<file path="src/rtl/div_pkg.sv">
// Shared definitions for the subtract-shift divider.
//   state_t : top-level FSM states
//   cnt_w() : iteration counter width for a given operand width
package div_pkg;

    typedef enum logic [1:0] {
        S_IDLE = 2'd0,
        S_BUSY = 2'd1,
        S_FIX  = 2'd2,
        S_DONE = 2'd3
    } state_t;

    localparam int DATA_W_DEF = 32;

    // Counter holds DATA_W-1 down to 0, so clog2(DATA_W) bits suffice.
    function automatic int cnt_w(input int dw);
        return (dw < 2) ? 1 : $clog2(dw);
    endfunction

endpackage

</file>
<file path="src/rtl/div_subshift_core.sv">
// Unsigned iterative restoring divider datapath, one quotient bit per step.
//   clk, rst_n : clock, synchronous active-low reset
//   load       : capture dvd_mag/dvs_mag and arm the counter
//   step       : perform one subtract-shift iteration (MSB first)
//   dvd_mag    : unsigned dividend magnitude
//   dvs_mag    : unsigned divisor magnitude
//   q_o, r_o   : current quotient / partial remainder
//   last       : the step taken this cycle is the final one
module div_subshift_core
    import div_pkg::*;
#(
    parameter int DATA_W = DATA_W_DEF
) (
    input  logic              clk,
    input  logic              rst_n,
    input  logic              load,
    input  logic              step,
    input  logic [DATA_W-1:0] dvd_mag,
    input  logic [DATA_W-1:0] dvs_mag,
    output logic [DATA_W-1:0] q_o,
    output logic [DATA_W-1:0] r_o,
    output logic              last
);

    localparam int CNT_W = cnt_w(DATA_W);

    // The stored remainder is always below the divisor, so it fits in
    // DATA_W bits; the DATA_W+1-bit value only exists as the shifted trial.
    logic [DATA_W-1:0] r_q, r_d;
    // Dividend bits shift out of the top while quotient bits shift in below.
    logic [DATA_W-1:0] q_q, q_d;
    logic [DATA_W-1:0] dvs_q, dvs_d;
    logic [CNT_W-1:0]  cnt_q, cnt_d;
    logic [DATA_W:0]   trial;

    always_comb begin
        r_d   = r_q;
        q_d   = q_q;
        dvs_d = dvs_q;
        cnt_d = cnt_q;
        trial = {r_q, q_q[DATA_W-1]};
        if (load) begin
            r_d   = '0;
            q_d   = dvd_mag;
            dvs_d = dvs_mag;
            cnt_d = CNT_W'(DATA_W - 1);
        end else if (step) begin
            cnt_d = cnt_q - 1'b1;
            if (trial >= {1'b0, dvs_q}) begin
                r_d = DATA_W'(trial - {1'b0, dvs_q});
                q_d = {q_q[DATA_W-2:0], 1'b1};
            end else begin
                r_d = trial[DATA_W-1:0];
                q_d = {q_q[DATA_W-2:0], 1'b0};
            end
        end
    end

    always_ff @(posedge clk) begin
        if (!rst_n) begin
            r_q   <= '0;
            q_q   <= '0;
            dvs_q <= '0;
            cnt_q <= '0;
        end else begin
            r_q   <= r_d;
            q_q   <= q_d;
            dvs_q <= dvs_d;
            cnt_q <= cnt_d;
        end
    end

    assign q_o  = q_q;
    assign r_o  = r_q;
    assign last = (cnt_q == '0);

endmodule

</file>
<file path="src/rtl/div_subshift.sv">
// Signed/unsigned restoring divider, DATA_W+2 edges from request to done.
//   clk, rst_n          : clock, synchronous active-low reset
//   en                  : level request; low aborts or returns to idle
//   sign                : 1 = two's-complement, 0 = unsigned
//   dividend, divisor   : operands, captured on the starting edge
//   done                : registered result-valid
//   quotient, remainder : registered results (truncation toward zero)
module div_subshift
    import div_pkg::*;
#(
    parameter int DATA_W = DATA_W_DEF
) (
    input  logic              clk,
    input  logic              rst_n,
    input  logic              en,
    input  logic              sign,
    input  logic [DATA_W-1:0] dividend,
    input  logic [DATA_W-1:0] divisor,
    output logic              done,
    output logic [DATA_W-1:0] quotient,
    output logic [DATA_W-1:0] remainder
);

    localparam logic [DATA_W-1:0] MIN_VAL = {1'b1, {(DATA_W-1){1'b0}}};

    state_t            state_q, state_d;
    logic              sign_q, sign_d;
    logic              qneg_q, qneg_d;
    logic              rneg_q, rneg_d;
    logic [DATA_W-1:0] dvd_raw_q, dvd_raw_d;
    logic [DATA_W-1:0] dvs_raw_q, dvs_raw_d;
    logic [DATA_W-1:0] quo_q, quo_d;
    logic [DATA_W-1:0] rem_q, rem_d;
    logic              done_q, done_d;

    logic              core_load, core_step, core_last;
    logic [DATA_W-1:0] dvd_mag, dvs_mag, core_q, core_r;

    // Negating the most negative value wraps to itself, which read as
    // unsigned is exactly 2^(DATA_W-1) -- the magnitude we want.
    assign dvd_mag = (sign && dividend[DATA_W-1]) ? -dividend : dividend;
    assign dvs_mag = (sign && divisor[DATA_W-1])  ? -divisor  : divisor;

    div_subshift_core #(.DATA_W(DATA_W)) u_core (
        .clk     (clk),
        .rst_n   (rst_n),
        .load    (core_load),
        .step    (core_step),
        .dvd_mag (dvd_mag),
        .dvs_mag (dvs_mag),
        .q_o     (core_q),
        .r_o     (core_r),
        .last    (core_last)
    );

    always_comb begin
        state_d   = state_q;
        sign_d    = sign_q;
        qneg_d    = qneg_q;
        rneg_d    = rneg_q;
        dvd_raw_d = dvd_raw_q;
        dvs_raw_d = dvs_raw_q;
        quo_d     = quo_q;
        rem_d     = rem_q;
        done_d    = 1'b0;
        core_load = 1'b0;
        core_step = 1'b0;
        if (!en) begin
            // Abort from BUSY/FIX or release from DONE; results untouched.
            state_d = S_IDLE;
        end else begin
            case (state_q)
                S_IDLE: begin
                    core_load = 1'b1;
                    sign_d    = sign;
                    qneg_d    = sign && (dividend[DATA_W-1] ^ divisor[DATA_W-1]);
                    rneg_d    = sign && dividend[DATA_W-1];
                    dvd_raw_d = dividend;
                    dvs_raw_d = divisor;
                    state_d   = S_BUSY;
                end
                S_BUSY: begin
                    core_step = 1'b1;
                    if (core_last) state_d = S_FIX;
                end
                S_FIX: begin
                    if (dvs_raw_q == '0) begin
                        quo_d = '1;
                        rem_d = dvd_raw_q;
                    end else if (sign_q && dvd_raw_q == MIN_VAL && dvs_raw_q == '1) begin
                        quo_d = MIN_VAL;
                        rem_d = '0;
                    end else begin
                        quo_d = qneg_q ? -core_q : core_q;
                        rem_d = rneg_q ? -core_r : core_r;
                    end
                    state_d = S_DONE;
                end
                S_DONE: begin
                    // done registers one edge after entering DONE, giving the
                    // DATA_W+2 latency; held high until en drops.
                    done_d = 1'b1;
                end
                default: state_d = S_IDLE;
            endcase
        end
    end

    always_ff @(posedge clk) begin
        if (!rst_n) begin
            state_q   <= S_IDLE;
            sign_q    <= 1'b0;
            qneg_q    <= 1'b0;
            rneg_q    <= 1'b0;
            dvd_raw_q <= '0;
            dvs_raw_q <= '0;
            quo_q     <= '0;
            rem_q     <= '0;
            done_q    <= 1'b0;
        end else begin
            state_q   <= state_d;
            sign_q    <= sign_d;
            qneg_q    <= qneg_d;
            rneg_q    <= rneg_d;
            dvd_raw_q <= dvd_raw_d;
            dvs_raw_q <= dvs_raw_d;
            quo_q     <= quo_d;
            rem_q     <= rem_d;
            done_q    <= done_d;
        end
    end

    assign done      = done_q;
    assign quotient  = quo_q;
    assign remainder = rem_q;

endmodule

</file>
<file path="config.mk">
export PLATFORM = sky130hd
export DESIGN_NAME = div_subshift
export DESIGN_NICKNAME = d
export VERILOG_FILES = /design/src/rtl/div_pkg.sv /design/src/rtl/div_subshift_core.sv /design/src/rtl/div_subshift.sv
export SDC_FILE = /design/constraint.sdc
export NUM_CORES = 1
export LEC_CHECK = 0
export BUFFER_PORTS_ARGS = -buffer_cell sky130_fd_sc_hd__buf_2
export CAP_MARGIN = 5
export CORE_MARGIN = 2
export CORE_UTILIZATION = 30
export CTS_CLUSTER_SIZE = 8
export DETAILED_ROUTE_END_ITERATION = 10
export HOLD_SLACK_MARGIN = 0.08
export PLACE_DENSITY = 0.45
export SLEW_MARGIN = 30
export SYNTH_ARGS = -nofsm -noshare
export SYNTH_HDL_FRONTEND = slang
export SYNTH_SLANG_ARGS = --single-unit
export TNS_END_PERCENT = 10
</file>
<file path="constraint.sdc">
create_clock -name clk -period 4.4 [get_ports clk]
set_input_delay 0.44 -clock clk [delete_from_list [all_inputs] [get_ports clk]]
set_output_delay 0.44 -clock clk [all_outputs]
set_load 0.01 [all_outputs]
</file>
==> out/results.ini <==
[status]
status = completed

[sta]
hold_violations = 0
setup_viol = 0
drv_slew = 0
setup_slack_ns = 1.075
finalSetupTns_ns = 0
slew_headroom_pct = 36.26
rsz0062_at_grt = no
max_freq_mhz = 300.7
worst_slew_pin_slew_ns = 0.9538
post-route-period-util_pct = 75.57
fin_skew_ns = 0.01758
layout_min_cycle_time_ns = 3.325
whs_ns = 0.1856

[route]
wl_per_cell_um = 20.36
drc = 0
drt_iter0_drc = 797
dr.pass1.iters = 5
vias = 12870
totalWireLength_mm = 49.61
ant_nets = 0
viasPerCell = 5.281

[grt]
antenna_found_initial = 3
grt_pass1_vias = 12255
grt_max_degree = 91
grt_use_total_pct = 20.71
grt-ovfl-total = 0
grt_pass1_wl_mm = 75.15

[critical_path]
worstPathArrival_ns = 3.72
r2r_cells = 12
crit_type = register to register
crit_path_start = u_core.r_o[17]$_SDFFE_PP0P_
crit_fanout = 16
reg2reg_from = u_core.r_o[17]$_SDFFE_PP0P_
cp-end-kind = register
r2r-end = u_core.r_o[18]$_SDFFE_PP0P_
startpoint_type = register
rrSetupSlack_ns = 1.07
critical_path_required_ns = 4.79

[worst_hold_path]
min-delay-start = dividend[8]
hp-class = input port to register
hold_depth = 3
hold_end = dvd_raw_q[8]$_SDFFE_PN0P_

[floorplan]
die-area_mm2 = 0.04694
start_util_pct = 30.54
row_count = 77
die_w_um = 216.6
coreArea_mm2 = 0.04441
io_pins = 133
die_h_um = 216.6

[synth]
synth_enable_flop_cells = 0
ys_ff_latch = 234
synth_nets = 1874
syn-cell-area_mm2 = 0.01357
syn_avg_cell_area_um2 = 7.703
synth_warnings = 0
yosysSeqAreaShare_pct = 34.53
synthTopCellsByArea = dfxtp_1 35%, nand2_1 7.7%, a21oi_1 5.8%, xnor2_1 5.2%, nor2_1 5.1%
synth-main-ff-cell = dfxtp_1
ys_types = 73
async_flop_share_pct = 0
synth_top_area_share_pct = 34.53
yosys.area.top_type = dfxtp_1
synthCells = 1761

[placed_design]
port_buffers = 132
pre_cts_ws_ns = 0.8668
dpl_cell_area_mm2 = 0.01475
hpwl_mm = 37.33
gp_congestion = 0.8972

[clocking]
postCtsSetupRepairBufs = 0
clk_latency_ns = 0.54
clock_path_buffers = 3
ctsResizeCount = 0
cts_root_buf = clkbuf_16
clk_pin_slew_ns = 0.05
cts_inserted_buffers = 35
cts_max_level = 2
cts_tree = done
cts_hold_buf = 0
cts_sinks = 234

[final_layout]
nets = 1952
mostFrequentLayoutCells = 276 x nand2_1, 234 x dfxtp_1, 181 x nor2_1, 156 x a21oi_1, 132 x buf_2
layout_commonest_cell = nand2_1
area_delta_synth_final_pct = 15.63
diodes = 0
postLayoutCellArea_mm2 = 0.01569
fin_util_pct = 35.32
final_layout_size_suffix_gt1_share_pct = 13.17

[power]
ir_drop_uv = 212.4
p_leak_uw = 0.006254
powerDensity_mw_per_mm2 = 388.4

[job]
maxCapViolCount = 0

cells in the mapped netlist (11+ instances only):
cell type	count
mux2i_1	18
clkbuf_1	104
xnor2_1	80
o41ai_1	16
xor2_1	65
a21oi_1	156
a311oi_1	26
or3_1	12
dfxtp_1	234
a31oi_1	22
o22ai_1	41
and3_1	11
o31ai_1	22
ha_1	44
a221oi_1	19
o21ai_0	85
nand3_1	32
nor3_1	42
a211oi_1	29
or4_1	11
nand4_1	17
nor4_1	25
nand2_1	278
a21o_1	20
nor2_1	183
inv_1	54
area by class of cell:
cell class	instances	area (µm²)
clock inverter	2	28.78
clock buffer	41	898.4
tap	592	740.7
timing repair buffer	158	859.6
sequential	234	4684
inverter	54	205.2
fill	4815	28730
multi-input combinational	1356	8269
registers in the layout, summed over array words and instances, names as in the netlist:
| name | cells |
|---|---|
| done | 1 |
| dvd_raw_q | 32 |
| dvs_raw_q | 32 |
| qneg_q | 1 |
| quotient | 32 |
| remainder | 32 |
| rneg_q | 1 |
| sign_q | 1 |
| state_q | 2 |
| u_core.cnt_q | 5 |
| u_core.dvs_q | 31 |
| u_core.q_o | 32 |
| u_core.r_o | 32 |
cell families after synthesis:
kind of cell	after synthesis	synth area share [%]
buffers and inverters	171	4.814
adder cells (fa/ha/maj)	45	4.206
multiplexers	18	1.328
AND/OR/NAND/NOR	666	22.81
flip-flops	234	34.53
AO/OA/AOI/OAI	482	22.95
XOR/XNOR	145	9.362
worst max path at each step:
stage | depth (start not counted) | endpoint | slack (ns)
detailed placement | 10 | u_core.r_o[13]$_SDFFE_PP0P_ | 0.87
finish | 12 | u_core.r_o[18]$_SDFFE_PP0P_ | 1.07
global route | 12 | u_core.r_o[15]$_SDFFE_PP0P_ | 0.79
floorplan | 12 | u_core.r_o[1]$_SDFFE_PP0P_ | 1.70
global placement | 10 | u_core.r_o[13]$_SDFFE_PP0P_ | 0.89
CTS | 10 | u_core.r_o[13]$_SDFFE_PP0P_ | 0.87
worst max-delay path, cell delays in order, from the launching register on:
cell,delay [ns]
dfxtp_1,0.35
ha_1,0.40
a21o_1,0.23
a21oi_1,0.14
o21ai_0,0.12
a211oi_1,0.25
a31oi_1,0.25
a221oi_4,0.66
buf_6,0.24
buf_4,0.23
nor2_1,0.07
a21oi_1,0.13
a21oi_1,0.08
per-stage QoR:
stage	total power (µW)	cells
after global placement	3722	2393
after global routing	6427	2437
after CTS	6177	2436
after detailed placement	3720	2393
after floorplan	3287	1761
final	6093	2437
per-layer routing:
| layer | track usage (%) | up-vias | wire length [µm] |
|---|---|---|---|
| li1 | - | 6421 | - |
| met1 | 27.55 | 6053 | 22820 |
| met2 | 33.39 | 320 | 22550 |
| met3 | 3.186 | 72 | 2341 |
| met4 | 8.584 | 4 | 1871 |
| met5 | 0 | - | 20 |
power by group:
group	total, µW	internal, µW	switching [µW]	leakage [µW]
registers	2390	2250	145	0.00191
logic	1290	481	809	0.00389
clock network	2410	1430	982	0.000453
No activity file was read; power rests on OpenSTA's default activity.
